### src/rtl/pipeline_stall_controller.sv
// Hazard/stall sequencer: load-use and taken-branch control, plus a RUN/FILL/RESUME
// miss-fill FSM that freezes the pipeline while the data cache line is refilled.
module pipeline_stall_controller #(
  parameter int FILL_TIMEOUT = 64,
  parameter int COUNT_WIDTH  = 16
) (
  input  logic                   clock,
  input  logic                   reset,
  input  logic                   memAccess,
  input  logic                   hit,
  input  logic                   fillDone,
  input  logic                   idexMemRead,
  input  logic [4:0]             idexRT,
  input  logic [4:0]             ifidRS,
  input  logic [4:0]             ifidRT,
  input  logic                   branchTaken,
  output logic                   pipeEnable,
  output logic                   pcWrite,
  output logic                   ifidWrite,
  output logic                   ifidFlush,
  output logic                   idexBubble,
  output logic                   fillRequest,
  output logic                   missTimeout,
  output logic [COUNT_WIDTH-1:0] stallCount
);
  localparam int WW = $clog2(FILL_TIMEOUT + 1);

  typedef enum logic [1:0] {RUN, FILL, RESUME} state_t;

  state_t                 r_state;
  logic [WW-1:0]          r_wait_cnt;
  logic                   r_fill_req;
  logic                   r_miss_timeout;
  logic [COUNT_WIDTH-1:0] r_stall_cnt;

  logic w_run;
  logic w_miss;
  logic w_pipe_en;
  logic w_load_use;
  logic w_lu_stall;
  logic w_stall_evt;

  assign w_run       = (r_state == RUN);
  assign w_miss      = w_run & memAccess & ~hit;
  assign w_pipe_en   = w_run & ~w_miss;
  assign w_load_use  = idexMemRead & (idexRT != 5'd0) &
                       ((idexRT == ifidRS) | (idexRT == ifidRT));
  // A taken branch squashes the ID instruction, so its load-use match is irrelevant.
  assign w_lu_stall  = w_pipe_en & ~branchTaken & w_load_use;
  assign w_stall_evt = ~w_pipe_en | w_lu_stall;

  assign pipeEnable  = w_pipe_en & ~reset;
  assign pcWrite     = w_pipe_en & ~w_lu_stall & ~reset;
  assign ifidWrite   = w_pipe_en & ~w_lu_stall & ~reset;
  assign ifidFlush   = w_pipe_en & branchTaken & ~reset;
  assign idexBubble  = w_pipe_en & (branchTaken | w_lu_stall) & ~reset;
  assign fillRequest = r_fill_req & ~reset;
  assign missTimeout = r_miss_timeout;
  assign stallCount  = r_stall_cnt;

  always_ff @(posedge clock or posedge reset) begin
    if (reset) begin
      r_state        <= RUN;
      r_wait_cnt     <= '0;
      r_fill_req     <= 1'b0;
      r_miss_timeout <= 1'b0;
    end else begin
      case (r_state)
        RUN: begin
          if (w_miss) begin
            r_state    <= FILL;
            r_fill_req <= 1'b1;
            r_wait_cnt <= '0;
          end
        end
        FILL: begin
          r_wait_cnt <= r_wait_cnt + 1'b1;
          if (fillDone) begin
            r_state    <= RESUME;
            r_fill_req <= 1'b0;
          end else if (r_wait_cnt == WW'(FILL_TIMEOUT - 1)) begin
            r_state        <= RESUME;
            r_fill_req     <= 1'b0;
            r_miss_timeout <= 1'b1;
          end
        end
        RESUME: begin
          r_state    <= RUN;
          r_wait_cnt <= '0;
        end
        default: begin
          r_state    <= RUN;
          r_fill_req <= 1'b0;
          r_wait_cnt <= '0;
        end
      endcase
    end
  end

  // Saturating: holds at all-ones rather than wrapping.
  always_ff @(posedge clock or posedge reset) begin
    if (reset) begin
      r_stall_cnt <= '0;
    end else if (w_stall_evt && (r_stall_cnt != {COUNT_WIDTH{1'b1}})) begin
      r_stall_cnt <= r_stall_cnt + 1'b1;
    end
  end

endmodule

### config.mk
export PLATFORM = sky130hd
export DESIGN_NAME = pipeline_stall_controller
export DESIGN_NICKNAME = d
export VERILOG_FILES = /design/src/rtl/pipeline_stall_controller.sv
export SDC_FILE = /design/constraint.sdc
export NUM_CORES = 1
export LEC_CHECK = 0
export BUFFER_PORTS_ARGS = -buffer_cell sky130_fd_sc_hd__buf_2
export CORE_MARGIN = 1.5
export CORE_UTILIZATION = 25
export DETAILED_ROUTE_END_ITERATION = 6
export PLACE_DENSITY = 0.52
export SYNTH_ARGS = -nofsm -noshare
export SYNTH_HDL_FRONTEND = slang
export SYNTH_SLANG_ARGS = --single-unit
### constraint.sdc
create_clock -name clock -period 4 [get_ports clock]
set_input_delay 0.6 -clock clock [delete_from_list [all_inputs] [get_ports clock]]
set_output_delay 0.6 -clock clock [all_outputs]
set_load 0.01 [all_outputs]
# Yosys cells after proc, flatten, opt, wreduce, memory -nomap -nowiden

Index checks and enable logic that the tools add are counted.

Register bits: 27
Latch bits: 0
Bits in writable memories: 0
Memory bits (read-only): 0
Input bits: 22
Output and inout port bits: 23
Word-level logic and storage cells: 57
Memories kept: 0

Add/sub/neg operators: 2
Multipliers: 0
Divide/modulo/power cells: 0
Order comparisons: 0
Equality and inequality tests: 8
Shift operators: 0
Multiplexer cells: 10
Bitwise logic cells: 26
Reduce and logical (&&, ||, !) cells: 6

Operator list:

| operator                                                         | count |
|---|---|
| 16-bit by 1-bit adder with 16-bit output (second input constant) | 1 |
| 16-bit != test (second input constant)                           | 1 |
| 1-bit AND                                                        | 15 |
| 7-bit one-hot mux with 2 select lines                            | 1 |
| 5-bit == test                                                    | 2 |
| 1-bit inverter                                                   | 8 |
| 7-bit by 1-bit adder with 7-bit output (second input constant)   | 1 |
| 7-bit by 6-bit == test with 1-bit output (second input constant) | 1 |
| 7-bit two-way mux                                                | 1 |
| 2-bit two-way mux                                                | 3 |
| 3-bit AND reduction                                              | 2 |
| 5-bit nonzero test                                               | 1 |
| 2-bit one-hot mux with 2 select lines                            | 1 |
| 1-bit two-way mux                                                | 3 |
| 3-bit != test (second input constant)                            | 1 |
| 1-bit bitwise OR                                                 | 3 |
| 1-bit one-hot mux with 3 select lines                            | 1 |
| 2-bit by 1-bit == test with 1-bit output (second input constant) | 1 |
| 2-bit == test (second input constant)                            | 1 |
| 2-bit logical NOT                                                | 1 |
| 2-bit by 1-bit != test with 1-bit output (second input constant) | 1 |
| 2-bit AND reduction                                              | 1 |
| 1-bit logical AND                                                | 1 |

# Longest topological paths before layout

Depth after elaboration: 10
Gate-level depth with buffers: 7
Mapped depth without buffers: 7

# Worst setup path after synthesis

Ideal clock, no wire load.

Path kind: input to output
From: input idexRT[1]
To: output pcWrite
Arrival: 1.953 ns
Required time: 3.400 ns
Setup slack: 1.447 ns
Stages on the path: 5
Buffers on the path: 1
Cell sequence: or4_1 o21ai_2 nor3_1 nor3_1 buf_4

Longest elaborated chain between the ends: 7
Elaborated cells on any way between the ends: 10
Classes of those cells: eq/ne (2); bitwise (7); reduce/logical (1)

Ends and longest elaborated chain:

| item                                                       | RTL line | RTL |
|---|---|---|
| start: declaration                                         | 13       | `input logic [4:0] idexRT,` |
| 5-bit == test / 5-bit nonzero test (equally long branches) | 47, 46   |  |
| 1-bit bitwise OR / 1-bit AND (equally long branches)       | 47, 46   |  |
| 1-bit AND (*)                                              | 46       | `assign w_load_use = idexMemRead & (idexRT != 5'd0) &` |
| 1-bit AND (*)                                              | 49       | `assign w_lu_stall = w_pipe_en & ~branchTaken & w_load_use;` |
| 1-bit inverter (*)                                         | --       |  |
| 1-bit AND (*) (2 in series)                                | --       |  |
| end: declaration                                           | 18       | `output logic pcWrite,` |

Mark *: on every way between the ends. The rest lies on a longest branch, timed or not.

# Worst setup path in the final report

From: input idexRT[1]
To: output ifidWrite

Longest elaborated chain between the ends: 7
Elaborated cells on any way between the ends: 10
Classes of those cells: eq/ne (2); bitwise (7); reduce/logical (1)

Ends and longest elaborated chain:

| item                                                       | RTL line | RTL |
|---|---|---|
| 5-bit == test / 5-bit nonzero test (equally long branches) | 47, 46   |  |
| 1-bit bitwise OR / 1-bit AND (equally long branches)       | 47, 46   |  |
| 1-bit AND (*)                                              | 46       |  |
| 1-bit AND (*)                                              | 49       |  |
| 1-bit inverter (*)                                         | 54       | `assign ifidWrite = w_pipe_en & ~w_lu_stall & ~reset;` |
| 1-bit AND (*) (2 in series)                                | 54       |  |
| end: declaration                                           | 19       | `output logic ifidWrite,` |

Marks and branches as above.

==> flow_metrics.py <==
metrics = {
    "status": {
        "outcome": "complete, no violations",
    },
    "setup_path": {
        "cp_data_arrival_time_ns": 1.99,
        "cp-startpoint": "idexRT[1]",
        "crit_path_max_incr_delay_ns": 0.57,
        "regToRegSetupSlack_ns": 2.01,
        "crit_fanout": 4,
        "timing.rr.end": "stallCount[1]$_DFFE_PP0P_",
        "required_ns": 3.40,
        "critPathCapture": "ifidWrite",
        "path_cells": "buf_2 > or4_1 > o21ai_2 > nor3_1 > nor3_1 > buf_2",
        "r2r_cells": 6,
        "cp_num_buf_inv": 2,
        "reg2reg_from": "stallCount[0]$_DFFE_PP0P_",
        "worst_setup_path_start_kind": "primary input",
        "critical_path.top_delay_family": "simple AND/OR/NAND/NOR gates",
        "end_kind": "output pin",
        "worstSetupPathType": "in -> out",
        "critPathSlowestCell": "or4_1",
        "cp_num_cells": 6,
    },
    "timing": {
        "worst_slew_pin_slew_ns": 0.537,
        "fin_setup_tns_ns": 0,
        "slew_violations": 0,
        "fmax_ghz": 0.386,
        "maxSlewHeadroom_pct": 63.8,
        "holdWs_ns": 0.428,
        "fin_crit_sh_pct": 64.8,
        "finalHoldViolCount": 0,
        "fin_skew_ns": 0.00407,
        "fin_crit_ns": 2.59,
        "grt_setup_unrepaired": "false",
        "setup_viol": 0,
    },
    "yosys": {
        "syn_area_um2": 1470,
        "synth_cell_types": 32,
        "seq_area_frac_synth_pct": 45.9,
        "synth_top_area_share_pct": 45.9,
        "ys_ff_latch": 27,
        "yosys_warnings": 0,
        "synth_cells": 152,
        "syn_nets": 176,
        "synth-async-reset-ratio_pct": 100,
        "synth_area_leaders": "dfrtp_1 (46%), xnor2_1 (8.3%), xor2_1 (6.5%)",
        "synth_ff_type": "dfrtp_1",
        "synth_edf_count": 0,
        "yosys.area.top_type": "dfrtp_1",
        "avgSynthCellArea_um2": 9.68,
    },
    "power": {
        "total_leakage_power_nw": 0.853,
        "ir_worst_vdd_v": 0.000136,
        "p_per_area_nw_per_um2": 412,
    },
    "drt": {
        "vias": 1235,
        "drt_iter0_markers": 51,
        "antenna_left": 0,
        "drt-total-wl_mm": 3.47,
        "wl_per_cell_um": 12.7,
        "via_per_inst": 4.52,
        "drt_first_pass_iters": 4,
        "drc": 0,
    },
    "floorplanning": {
        "fp.dieW_um": 79.7,
        "die_h_um": 79.7,
        "design.die.area_um2": 6350,
        "num_rows": 27,
        "core-area_um2": 5610,
        "initial_utilization_pct": 26.2,
        "num_io_pins": 45,
    },
    "cts": {
        "cts_tree": "built",
        "clock-sinks": 27,
        "htree_levels": 1,
        "cts_hold_buf": 0,
        "clk-insertion-delay-late_ns": 0.27,
        "post_cts_buffers": 0,
        "ctsResizeCount": 0,
        "clockBufferDepth": 2,
        "clkTransAtPathRegs_ns": 0.09,
        "cts_buffers": 3,
        "root_buffer": "clkbuf_8",
    },
    "grt": {
        "use_met2_pct": 17.9,
        "grt_pass1_vias": 1191,
        "track_usage_pct": 11.6,
        "busiest_layer": "met2",
        "grt_max_degree": 28,
        "met3_usage_pct": 2.86,
        "grt_util_met1_pct": 15.3,
        "grt_pass1_wl_mm": 5.65,
        "grt-ovfl-total": 0,
        "antenna_found_initial": 0,
    },
    "place": {
        "gp_congestion": 0.786,
        "dpl.hpwl_mm": 2.74,
        "numPortBuffers": 44,
    },
    "worst_hold_path": {
        "hp-class": "in -> async",
    },
    "final_layout": {
        "nFillCells": 621,
        "synthToLayoutAreaGrowth_pct": 24.7,
        "n_antenna_cell": 0,
        "layout-drive-gt1-share_pct": 26.9,
        "fin_nets": 226,
    },
    "run": {
        "cap_viol_max_count": 0,
    },
}
[per-stage QoR]
stage	instance area (um2)	setup WS, ns	cells	utilization, %	total power [mW]
2_1_floorplan	1470	1.45	152	-	0.518
3_3_place_gp	1790	1.41	269	31.9	0.611
3_5_place_dp	1790	1.41	269	31.9	0.611
4_1_cts	1830	1.40	273	32.7	0.769
5_1_grt	1830	1.27	273	32.7	0.813
6_report	1830	1.41	273	32.7	0.756
[worst min-delay path by stage]
| stage | to | slack (ns) | cells past startpoint |
|---|---|---|---|
| 5_1_grt | r_wait_cnt[3]$_DFFE_PP0P_ | 0.48 | 3 |
| 3_3_place_gp | missTimeout$_DFFE_PP0P_ | 0.46 | 2 |
| 4_1_cts | r_fill_req$_DFFE_PP0P_ | 0.44 | 3 |
| 2_1_floorplan | r_fill_req$_DFFE_PP0P_ | 0.44 | 2 |
| 6_report | r_wait_cnt[3]$_DFFE_PP0P_ | 0.43 | 3 |
| 3_5_place_dp | r_fill_req$_DFFE_PP0P_ | 0.47 | 2 |
[synthesized netlist by cell type (2+ instances only)]
cell / instances
o21ai_2: 2
nor2b_1: 3
a21oi_1: 3
inv_1: 4
nand2_1: 14
o31ai_1: 4
nand2b_1: 2
nand4_1: 6
ha_1: 2
and2_1: 2
nand3_1: 9
xnor2_1: 14
and3_1: 4
xor2_1: 11
nor3_1: 8
nor2_1: 13
dfrtp_1: 27
o21ai_0: 10
[area by class of cell]
cell class                 instances  area [um2]  area share [%]
tap                               72        90.1            4.91
sequential                        27         676            36.8
timing repair buffer              46         235            12.8
inverter                           4        15.0           0.819
clock buffer                       4        45.0            2.46
multi-input combinational        120         773            42.2
[state kept, by name, indices dropped and copies added, names as in the netlist]
signal,count
r_fill_req,1
stallCount,16
r_state,2
r_wait_cnt,7
missTimeout,1
[where the power goes]
| group | internal, mW | switching, mW |
|---|---|---|
| Combinational | 0.108 | 0.114 |
| Sequential | 0.321 | 0.0607 |
| Clock | 0.0713 | 0.0810 |
| Total | 0.501 | 0.256 |
[layout by cell type (no fill, tap or decap), drive strengths merged, types with 3 or more instances in the layout]
master,instances
a21oi,3
and3,4
buf,46
clkbuf,4
dfrtp,27
inv,4
nand2,14
nand3,9
nand4,6
nor2,13
nor2b,3
nor3,8
o21ai,12
o31ai,4
xnor2,14
xor2,11
[layer usage]
layer	share of wire, %	wire length, um
met5	0	0
met4	1.8	61
met1	49	1690
met2	44	1510
met3	5.8	202
[cell families (layout without fill, tap and decap cells)]
kind of cell / Yosys count / in the layout / synth area share, %
buf+inv: 5 / 54 / 1.53
mux: 1 / 1 / 1.02
xor+xnor: 25 / 25 / 14.9
fa+ha+maj: 2 / 2 / 1.70
simple gates: 66 / 66 / 22.6
compound gates: 26 / 26 / 12.3
flops: 27 / 27 / 45.9
[worst reg2reg max path: cells and delay by family (launching register included)]
kind                       cells  cell delay (ns)
adders and majority gates      1             0.28
and+or+nand+nor                2             0.49
DFF                            1             0.43
AOI/OAI and AO/OA              2             0.35
muxes                          1             0.33
Note: power is estimated with default switching activity, not from simulation.
